File: src/rtl/seg_pkg.sv
// Shared types and constants for the 4-digit
// 7-segment scan controller.
package seg_pkg;

    typedef enum logic {
        SCAN = 1'b0,
        DEAD = 1'b1
    } state_t;

    localparam logic [6:0] SEG_A     = 7'b1110111;
    localparam logic [6:0] SEG_L     = 7'b0001110;
    localparam logic [6:0] SEG_S     = 7'b1011011;
    localparam logic [6:0] SEG_J     = 7'b0111000;
    localparam logic [6:0] SEG_BLANK = 7'b0000000;

    localparam logic [3:0] AN_OFF = 4'b1111;

    // Active-low one-hot anode select for a digit index.
    function automatic logic [3:0] an_sel(input logic [1:0] idx);
        return ~(4'b0001 << idx);
    endfunction

endpackage

File: src/rtl/hex_to_seg.sv
// Nibble to 7-segment pattern, segments {a..g},
// active-high.
import seg_pkg::*;

module hex_to_seg (
    input  logic [3:0] i_nib,
    output logic [6:0] o_seg
);

    // Hex glyph lookup.
    always_comb begin
        o_seg = SEG_BLANK;
        unique case (i_nib)
            4'h0: o_seg = 7'b1111110;
            4'h1: o_seg = 7'b0110000;
            4'h2: o_seg = 7'b1101101;
            4'h3: o_seg = 7'b1111001;
            4'h4: o_seg = 7'b0110011;
            4'h5: o_seg = 7'b1011011;
            4'h6: o_seg = 7'b1011111;
            4'h7: o_seg = 7'b1110000;
            4'h8: o_seg = 7'b1111111;
            4'h9: o_seg = 7'b1111011;
            4'hA: o_seg = 7'b1110111;
            4'hB: o_seg = 7'b0011111;
            4'hC: o_seg = 7'b1001110;
            4'hD: o_seg = 7'b0111101;
            4'hE: o_seg = 7'b1001111;
            4'hF: o_seg = 7'b1000111;
            default: o_seg = SEG_BLANK;
        endcase
    end

endmodule

File: src/rtl/seg_scan_ctrl.sv
// Time-multiplexed 4-digit 7-segment driver with
// frame-synchronous shadow register snapshot.
import seg_pkg::*;

module seg_scan_ctrl #(
    parameter int DIGIT_CYCLES = 50000,
    parameter int DEAD_CYCLES  = 500
) (
    input  logic       clk,
    input  logic       reset,
    input  logic [1:0] opcode,
    input  logic [3:0] pc_lo,
    input  logic [7:0] data,
    input  logic       load_req,
    output logic       load_ack,
    input  logic       blank,
    output logic [6:0] seg,
    output logic [3:0] an
);

    localparam int MAXC =
        (DIGIT_CYCLES > DEAD_CYCLES) ? DIGIT_CYCLES : DEAD_CYCLES;
    localparam int CW = (MAXC > 1) ? $clog2(MAXC) : 1;

    localparam logic [CW-1:0] SCAN_LAST = CW'(DIGIT_CYCLES - 1);
    localparam logic [CW-1:0] DEAD_LAST =
        CW'((DEAD_CYCLES > 0) ? DEAD_CYCLES - 1 : 0);
    localparam bit NO_DEAD = (DEAD_CYCLES == 0);

    state_t        r_state;
    logic [1:0]    r_idx;
    logic [CW-1:0] r_cnt;

    logic [1:0]    r_op;
    logic [3:0]    r_pc;
    logic [7:0]    r_data;

    logic          r_ack;
    logic [6:0]    r_seg;
    logic [3:0]    r_an;

    state_t        w_state_nxt;
    logic [1:0]    w_idx_nxt;
    logic [CW-1:0] w_cnt_nxt;
    logic          w_adv;
    logic          w_fb;
    logic          w_cap;

    logic [1:0]    w_op;
    logic [3:0]    w_pc;
    logic [7:0]    w_data;
    logic [3:0]    w_nib;
    logic [6:0]    w_hex;
    logic [6:0]    w_letter;
    logic [6:0]    w_seg_nxt;
    logic [3:0]    w_an_nxt;

    // Scan state, digit index and in-state counter.
    always_ff @(posedge clk) begin
        if (reset) begin
            r_state <= DEAD;
            r_idx   <= 2'd3;
            r_cnt   <= '0;
        end else begin
            r_state <= w_state_nxt;
            r_idx   <= w_idx_nxt;
            r_cnt   <= w_cnt_nxt;
        end
    end

    // Next-state: SCAN for DIGIT_CYCLES, then DEAD for
    // DEAD_CYCLES (skipped when zero), then next digit.
    always_comb begin
        w_state_nxt = r_state;
        w_idx_nxt   = r_idx;
        w_cnt_nxt   = r_cnt + 1'b1;
        w_adv       = 1'b0;
        unique case (r_state)
            SCAN: begin
                if (r_cnt == SCAN_LAST) begin
                    w_cnt_nxt = '0;
                    if (NO_DEAD) begin
                        w_adv     = 1'b1;
                        w_idx_nxt = r_idx + 2'd1;
                    end else begin
                        w_state_nxt = DEAD;
                    end
                end
            end
            DEAD: begin
                if (r_cnt == DEAD_LAST) begin
                    w_cnt_nxt   = '0;
                    w_adv       = 1'b1;
                    w_idx_nxt   = r_idx + 2'd1;
                    w_state_nxt = SCAN;
                end
            end
            default: begin
                w_state_nxt = DEAD;
                w_cnt_nxt   = '0;
            end
        endcase
    end

    assign w_fb  = w_adv && (r_idx == 2'd3);
    assign w_cap = w_fb && load_req;

    // A capture at the frame boundary must already be
    // visible in the first digit-0 pattern registered
    // on the same edge.
    assign w_op   = w_cap ? opcode : r_op;
    assign w_pc   = w_cap ? pc_lo  : r_pc;
    assign w_data = w_cap ? data   : r_data;

    // Nibble and letter selection for the upcoming digit.
    always_comb begin
        w_nib    = w_data[3:0];
        w_letter = SEG_A;
        unique case (w_idx_nxt)
            2'd2:    w_nib = w_pc;
            2'd1:    w_nib = w_data[7:4];
            default: w_nib = w_data[3:0];
        endcase
        unique case (w_op)
            2'b01:   w_letter = SEG_L;
            2'b10:   w_letter = SEG_S;
            2'b11:   w_letter = SEG_J;
            default: w_letter = SEG_A;
        endcase
    end

    hex_to_seg u_hex (
        .i_nib (w_nib),
        .o_seg (w_hex)
    );

    // Output pattern for the next cycle; dark in DEAD or
    // when blanked.
    always_comb begin
        w_seg_nxt = SEG_BLANK;
        w_an_nxt  = AN_OFF;
        if (!blank && (w_state_nxt == SCAN)) begin
            w_an_nxt  = an_sel(w_idx_nxt);
            w_seg_nxt = (w_idx_nxt == 2'd3) ? w_letter : w_hex;
        end
    end

    // Shadow registers, ack pulse and registered pins.
    always_ff @(posedge clk) begin
        if (reset) begin
            r_op   <= '0;
            r_pc   <= '0;
            r_data <= '0;
            r_ack  <= 1'b0;
            r_seg  <= SEG_BLANK;
            r_an   <= AN_OFF;
        end else begin
            r_op   <= w_op;
            r_pc   <= w_pc;
            r_data <= w_data;
            r_ack  <= w_cap;
            r_seg  <= w_seg_nxt;
            r_an   <= w_an_nxt;
        end
    end

    assign load_ack = r_ack;
    assign seg      = r_seg;
    assign an       = r_an;

endmodule
File: config.mk
export PLATFORM = sky130hd
export DESIGN_NAME = seg_scan_ctrl
export DESIGN_NICKNAME = d
export VERILOG_FILES = /design/src/rtl/seg_pkg.sv /design/src/rtl/hex_to_seg.sv /design/src/rtl/seg_scan_ctrl.sv
export SDC_FILE = /design/constraint.sdc
export NUM_CORES = 1
export LEC_CHECK = 0
export CAP_MARGIN = 20
export CORE_MARGIN = 2
export CORE_UTILIZATION = 35
export CTS_BUF_LIST = sky130_fd_sc_hd__clkbuf_4 sky130_fd_sc_hd__clkbuf_8
export CTS_CLUSTER_DIAMETER = 200
export CTS_CLUSTER_SIZE = 16
export DETAILED_ROUTE_END_ITERATION = 8
export GPL_TIMING_DRIVEN = 0
export PLACE_DENSITY = 0.65
export SLEW_MARGIN = 20
export SYNTH_ARGS = -nofsm -noshare
export SYNTH_HDL_FRONTEND = slang
export SYNTH_HIERARCHICAL = 1
export SYNTH_SLANG_ARGS = --single-unit
File: constraint.sdc
create_clock -name clk -period 7.45 [get_ports clk]
set_input_delay 1.8625 -clock clk [delete_from_list [all_inputs] [get_ports clk]]
set_output_delay 1.8625 -clock clk [all_outputs]
set_load 0.05 [all_outputs]
Word-level counts from Yosys, hierarchy flattened --
Memory sizes are Yosys's and may differ from the RTL's. Cells that the tools add are included. Widths: inputs -> output; s select.
Storage, ports and cells: register bits after elaboration 45, bits in read-only memories 112, input port bits 18, output and inout port bits 12, word-level logic and storage cells 47, memories 1
Memories:
- (no name shown) | words 16, width 7, rd ports 1, clocked after Yosys merged registers in 0, wr ports 0, RTL line hex_to_seg.sv:13 | unique case (i_nib)
Cells by class: $add $sub $neg 2, equality and inequality tests 9, shifts and indexed selects 1, muxes and demuxes 16, bitwise operators 4, reduce and logical (&&, ||, !) cells 5
Operators with widths (count):
- $mux 16 | 2
- $pmux 16 s2 | 1
- $pmux 7 s3 | 1
- $add 16x1->16 const B | 1
- $eq 16x16->1 const B | 1
- $eq 16x9->1 const B | 1
- $eq 2x2->1 const B | 5
- $mux 8 | 1
- $pmux 4 s2 | 1
- $mux 7 | 1
- $mux 2 | 3
- $eq 2x1->1 const B | 2
- $mux 1 | 4
- $mux 4 | 1
- $not 4->4 | 1
- $shl 1x2->4 const A | 1
- $logic_and 1x1->1 | 3
- $not 1->1 | 3
- $add 2x1->2 const B | 1
- $pmux 1 s2 | 1
- $reduce_or 2->1 | 1
- $logic_not 1->1 | 1

Logic depth before layout (Yosys ltp) --
Gate-level depths: netlist of run 1.
depth in word-level cells 9, mapped depth 17, mapped depth without buffers 17

By module --
Netlist of run 1, hierarchy kept.
By module, submodules not included:
- seg_scan_ctrl | instances 1, cells an instance 215, area an instance 2006.9 µm², sequential area each 900.9 µm²
- hex_to_seg | instances 1, cells an instance 33, area an instance 287.8 µm², sequential area each 0.0 µm²

Worst setup path before layout of run 1 --
Ideal clock, no wire load.
path kind input to register, start point in load_req, end point reg r_seg[3], in the netlist seg[3], setup time 0.119 ns, data arrival time 3.860 ns, data required time 7.331 ns, path slack 3.471 ns, cell stages on the path 10, path buffers 1, path through and3_1 -> and2_1 -> buf_4 -> mux2i_1 -> o221ai_1 -> inv_1 -> ha_1 -> mux4_1 -> mux2i_1 -> nor2_1
Between the ends: word-level cells in the longest chain between the ends 5, elaborated cells between the ends (all ways) 11, classes of those cells eq/ne (3); mux (6); reduce/logical (1); memory (1)
RTL lines:
- start: declaration | RTL line seg_scan_ctrl.sv:14 | input logic load_req,
- $logic_and 1x1->1 * | RTL line seg_scan_ctrl.sv:106 | assign w_cap = w_fb && load_req;
- $mux 8 / $mux 4 (equally long branches) | RTL line seg_scan_ctrl.sv:113, seg_scan_ctrl.sv:112
- $pmux 4 s2 * | RTL line seg_scan_ctrl.sv:119 | unique case (w_idx_nxt)
- via w_nib[1] | RTL line seg_scan_ctrl.sv:52 | logic [3:0] w_nib;
- $mem_v2 16x7 *
- via w_hex[3] | RTL line seg_scan_ctrl.sv:53 | logic [6:0] w_hex;
- $mux 7 * | RTL line seg_scan_ctrl.sv:144 | w_seg_nxt = (w_idx_nxt == 2'd3) ? w_letter : w_hex;
- end signal: assignment | RTL line seg_scan_ctrl.sv:162 | r_seg <= w_seg_nxt;
- end: declaration | RTL line seg_scan_ctrl.sv:39 | logic [6:0] r_seg;
Mark *: on every way through the listed nets, which the timed path passes. The rest lies on a longest branch. A chain may end at the register's enable or synchronous reset.

Worst setup path in the final report of run 1 --
Ends and elaborated chain as after synthesis.

==> results.json, run 1 <==
{
  "synth.area.top_cells": "dfxtp_1 (39%), ha_1 (8.7%), mux2i_1 (6.5%)",
  "diodes": 0,
  "rsz0062_at_grt": "false",
  "yosysWarnings": 6,
  "synth_top_area_cell": "dfxtp_1",
  "arrival_ns": 4.73,
  "drt_first_pass_iters": 4,
  "die_w_um": 85.0,
  "drc": 0,
  "max_clock_freq_mhz": 220,
  "irDropWorstVdd_v": 0.0000772,
  "hold_viol": 0,
  "cts_setup_buffers": 0,
  "dieHeight_um": 85.0,
  "drive_gt1_share_pct": 9.51,
  "period_needed_ns": 4.54,
  "regArea_um2": 901,
  "slew_violations": 0,
  "cts_made_buffers": 5,
  "synth_ff_type": "dfxtp_1",
  "cts.sinks": 45,
  "worst_path_most_repeated_cell": "inv_1",
  "leakage_nw": 1.08,
  "clkTransAtPathRegs_ns": 0.08,
  "first_iter_violations": 40,
  "hold_path_depth": 1,
  "routed_wl_mm": 4.45,
  "dpl.hpwl_mm": 3.39,
  "clock_path_buffers": 2,
  "relSlewSlack_pct": 61.6,
  "critPathBufInv": 4,
  "grt_usage_pct": 13.0,
  "setup_viol_count_final": 0,
  "synth_seq_cells": 45,
  "grt_max_degree": 14,
  "fillers": 621,
  "critPathKind": "in2reg",
  "critPathMaxFanout": 10,
  "maxCapViolCount": 0,
  "synth-edff-count": 0,
  "area_growth_pct": 20.2,
  "hold_class": "reg2reg",
  "setup_tns_ns": 0,
  "grt_pass1_wl_mm": 7.58,
  "h-tree-depth": 2,
  "path_cells": "clkdlybuf4s50_1, and3_1, clkbuf_1, a21boi_0, o21ai_0, o221ai_1, inv_1, ha_1, inv_1, mux4_1, mux2i_1, nor2_1",
  "worst_pin_slew_ns": 0.571,
  "cts_resized": 0,
  "r2r_cells": 15,
  "start_kind": "primary input",
  "synthArstFlopShare_pct": 0,
  "status": "completed",
  "synth-seq-area-share_pct": 39.3,
  "initial_core_util_pct": 36.1,
  "root_buffer": "clkbuf_8",
  "power_density_mw_per_mm2": 150,
  "grt.overflow.total": 0,
  "dieArea_mm2": 0.00722,
  "period_share_pct": 60.9,
  "crit_slowest_cell": "clkdlybuf4s50_1",
  "multi_input_area_mm2": 0.00128,
  "synth_cell_types": 44,
  "core_area_mm2": 0.00635,
  "cts_tree": "done",
  "vias": 1765,
  "final_core_util_pct": 43.4,
  "hold_buffers": 0,
  "synth_top_area_share_pct": 39.3,
  "cp.depth": 12,
  "syn_nets": 282,
  "place_congestion": 0.816,
  "syn_avg_cell_area_um2": 9.25,
  "antenna_found_initial": 0,
  "grt_pass1_vias": 1708,
  "io_buffer_count": 28,
  "path_delay_family": "buffers and inverters",
  "fp-row-count": 29,
  "io_pins": 30,
  "synthCells": 248,
  "clk_latency_ns": 0.30,
  "finClkSkew_ns": 0.00594,
  "cp-end-kind": "flip-flop",
  "max_stage_delay_ns": 0.49,
  "nets": 317,
  "vias_per_cell": 4.89,
  "syn_area_mm2": 0.00229,
  "required_ns": 7.65,
  "wl_per_cell_um": 12.3,
  "postRouteAntennaNets": 0
}
path summary, 6_finish.rpt:
path | from | end | slack [ns]
setup / recovery | load_req | seg[3] | 2.91
hold / removal | r_cnt[0] | r_cnt[0] | 0.46
setup reg to reg | r_cnt[0] | seg[3] | 2.98
hold reg to reg | r_cnt[0] | r_cnt[0] | 0.46
where the power goes:
group,internal (mW),leakage (nW),switching [mW]
clock network,0.0687,0.0484,0.0823
registers,0.242,0.363,0.00121
logic,0.0110,0.668,0.00759
synthesized netlist by cell type (all sizes together) (2+ instances only):
| library cell | number |
|---|---|
| a21boi | 4 |
| a21oi | 5 |
| a31o | 2 |
| and2 | 5 |
| and3 | 7 |
| and4 | 2 |
| buf | 7 |
| clkbuf | 4 |
| dfxtp | 45 |
| ha | 16 |
| inv | 16 |
| mux2 | 3 |
| mux2i | 15 |
| nand2 | 13 |
| nand2b | 6 |
| nand3 | 6 |
| nand4 | 5 |
| nor2 | 34 |
| nor2b | 3 |
| nor3 | 4 |
| nor4 | 2 |
| o21ai | 6 |
| o21ba | 4 |
| o221ai | 4 |
| or4 | 2 |
| xnor2 | 4 |
| xor2 | 11 |
per-stage QoR:
step / cell area (µm²) / hold WS (ns) / std cells / total power [mW] / setup slack [ns]
2_1_floorplan: 2290 / 0.426 / 248 / 0.256 / 3.47
3_3_place_gp: 2670 / 0.440 / 353 / 0.267 / 2.63
3_5_place_dp: 2670 / 0.448 / 353 / 0.267 / 2.60
4_1_cts: 2760 / 0.467 / 361 / 0.419 / 2.90
5_1_grt: 2760 / 0.506 / 361 / 0.433 / 2.59
6_report: 2760 / 0.460 / 361 / 0.412 / 2.91
cell type report:
cell class,instances,area share (%)
well taps,77,3.49
multi-input cells,176,46.3
plain buffers,11,2.04
repair buffers,28,10.2
clock inverters,2,0.363
clock buffers,6,2.77
inverters,16,2.18
flip-flops and latches,45,32.7
per-layer routing:
layer / GRT usage [%] / up-vias / wire (µm)
met5: 0 / - / 0
met4: 4.04 / 0 / 68
met3: 4.47 / 8 / 215
met2: 22.1 / 27 / 2040
met1: 15.6 / 817 / 2120
li1: - / 913 / -
layout by cell type, fill, tap and decap left out, types with 5 or more instances in the layout:
cell,n
ha_1,16
a21oi_1,5
mux2i_1,15
and2_1,5
clkdlybuf4s50_1,28
and3_1,7
nor2_1,34
dfxtp_1,45
nand3_1,6
nand4_1,5
clkbuf_8,5
xor2_1,11
inv_1,16
nand2b_1,6
o21ai_0,6
nand2_1,13
cell families (layout without fill, tap and decap cells):
| logic type | count (synthesis) | in the layout | share of synthesized area, % |
|---|---|---|---|
| mux | 19 | 19 | 9.16 |
| flops | 45 | 45 | 39.3 |
| xor+xnor | 15 | 15 | 5.72 |
| fa+ha+maj | 16 | 16 | 8.72 |
| buf+inv | 27 | 63 | 5.07 |
| compound gates | 31 | 31 | 10.1 |
| simple gates | 95 | 95 | 21.9 |
state kept, by name (all words and copies together), names as in the netlist:
register / count
load_ack: 1
r_state: 1
r_pc: 4
r_cnt: 16
r_op: 2
an: 4
r_data: 8
seg: 7
r_idx: 2
No activity file was read; power rests on OpenSTA's default activity.
==> inputs of run 2 (changes only) <==
- clock period: 7.45 -> 4.47 ns (I/O delays scaled with it)
==> results.json, run 2 (synthesized netlist as in run 1, its figures left out) <==
{
  "largest_register_ffs": 16,
  "leakage_nw": 1.08,
  "hold_path_depth": 1,
  "critPathBufInv": 3,
  "holdWs_ns": 0.460,
  "initial_core_util_pct": 36.1,
  "cts_setup_buffers": 0,
  "cp-end-kind": "flip-flop",
  "drc": 0,
  "power_density_mw_per_mm2": 245,
  "dpl.hpwl_mm": 3.39,
  "power_mw": 0.687,
  "maxCapViolCount": 0,
  "antenna_found_initial": 0,
  "multi_input_area_mm2": 0.00133,
  "path_cells": "ha_1, or4b_4, nor4_4, nand2_1, mux2i_2, inv_1, ha_1, inv_2, nand2_2, o221ai_4, inv_1, ha_1, mux4_1, mux2i_1, nor2_1",
  "crit_slowest_cell": "or4b_4",
  "r2r_cells": 15,
  "io_buffer_count": 28,
  "fillers": 618,
  "hold_class": "reg2reg",
  "hold_buffers": 0,
  "slew_violations": 0,
  "required_ns": 4.67,
  "drive_gt1_share_pct": 11.6,
  "clkTransAtPathRegs_ns": 0.08,
  "critPathMaxFanout": 4,
  "irDropWorstVdd_v": 0.000129,
  "setup_viol_count_final": 0,
  "status": "completed",
  "r2r_slack_ns": 0.23,
  "die_w_um": 85.0,
  "setup_ws_ns": 0.225,
  "fin_area_mm2": 0.00281,
  "arrival_ns": 4.44,
  "diodes": 0,
  "regArea_um2": 901,
  "layout_common_cells": "dfxtp_1 (45), nor2_1 (34), clkdlybuf4s50_1 (28)",
  "path_delay_family": "simple AND/OR/NAND/NOR gates",
  "critPathKind": "reg2reg",
  "cts.sinks": 45,
  "setup_tns_ns": 0,
  "grt_pass1_wl_mm": 7.60,
  "cts_made_buffers": 5,
  "grt_usage_pct": 13.1,
  "h-tree-depth": 2,
  "drt_first_pass_iters": 4,
  "worst_pin_slew_ns": 0.593,
  "grt_max_degree": 14,
  "hold_end": "r_cnt[0]",
  "fp-row-count": 29,
  "dieArea_mm2": 0.00722,
  "area_growth_pct": 22.5,
  "grt.overflow.total": 0,
  "cp.depth": 15,
  "max_clock_freq_mhz": 236,
  "nets": 317,
  "pre_cts_slack_ns": 0.0131,
  "vias_per_cell": 4.89,
  "start_kind": "flip-flop",
  "finClkSkew_ns": 0.00594,
  "max_stage_delay_ns": 0.52,
  "clock_path_buffers": 2,
  "regMostFlops": "r_cnt",
  "worst_path_most_repeated_cell": "ha_1",
  "clk_latency_ns": 0.30,
  "placed_cells": 353,
  "final_common_cell": "dfxtp_1",
  "holdCritStartpoint": "r_cnt[0]",
  "hold_viol": 0,
  "dpl-instance-area_mm2": 0.00267,
  "cts_tree": "done",
  "io_pins": 30,
  "worstReg2RegStart": "r_cnt[0]",
  "dieHeight_um": 85.0,
  "final_cells": 361,
  "root_buffer": "clkbuf_8",
  "period_needed_ns": 4.24,
  "routed_wl_mm": 4.56,
  "first_iter_violations": 43,
  "wl_per_cell_um": 12.6,
  "postRouteAntennaNets": 0,
  "period_share_pct": 95.0,
  "core_area_mm2": 0.00635,
  "vias": 1764,
  "final_core_util_pct": 44.3,
  "r2r_end": "seg[3]",
  "grt_pass1_vias": 1710,
  "relSlewSlack_pct": 60.2,
  "place_congestion": 0.816
}
==> run 2: changes by cell type in the layout (fill, tap and decap cells not counted) <==
cell      previous run  this run
nor2b_2              0         1
nor2b_1              3         2
inv_2                0         1
nand2_1             13        12
mux2i_1             15        14
nor4_2               2         1
mux2i_2              0         1
inv_1               16        15
o221ai_4             0         2
nand2_2              0         1
o221ai_1             4         2
nor4_4               0         1
==> run 2: report_power, final <==
group	switching, mW	internal, mW	leakage, nW	total, mW
logic	0.0131	0.0185	0.666	0.0315
clock network	0.136	0.115	0.0484	0.251
registers	0.00204	0.403	0.363	0.405
==> run 2: layout make-up <==
cell class / count / area share, %
plain buffers: 11 / 2.00
clock buffers: 6 / 2.72
clock inverters: 2 / 0.356
inverters: 16 / 2.14
multi-input cells: 176 / 47.3
flip-flops and latches: 45 / 32.1
well taps: 77 / 3.43
repair buffers: 28 / 9.97
==> run 2: per-layer routing <==
layer / vias to the layer above / part of all wire [%] / GRT usage (%)
met5: - / 0 / 0
met1: 817 / 47 / 15.6
li1: 914 / - / -
met4: 0 / 1.5 / 4.04
met2: 25 / 47 / 22.1
met3: 8 / 4.7 / 4.47
==> run 2: repair_timing <==
action	CTS	global route
hold endpoints to repair	0	0
setup endpoints to repair	2	6
resized for setup	1	8
==> run 2: worst max-delay path by stage <==
stage,from,end,slack (ns)
CTS,r_cnt[0],seg[3],0.003
finish,r_cnt[0],seg[3],0.23
detailed placement,r_cnt[0],seg[3],0.01
global placement,r_cnt[0],seg[3],0.09
global route,r_cnt[0],seg[3],-0.05
floorplan,r_cnt[0],seg[3],0.55
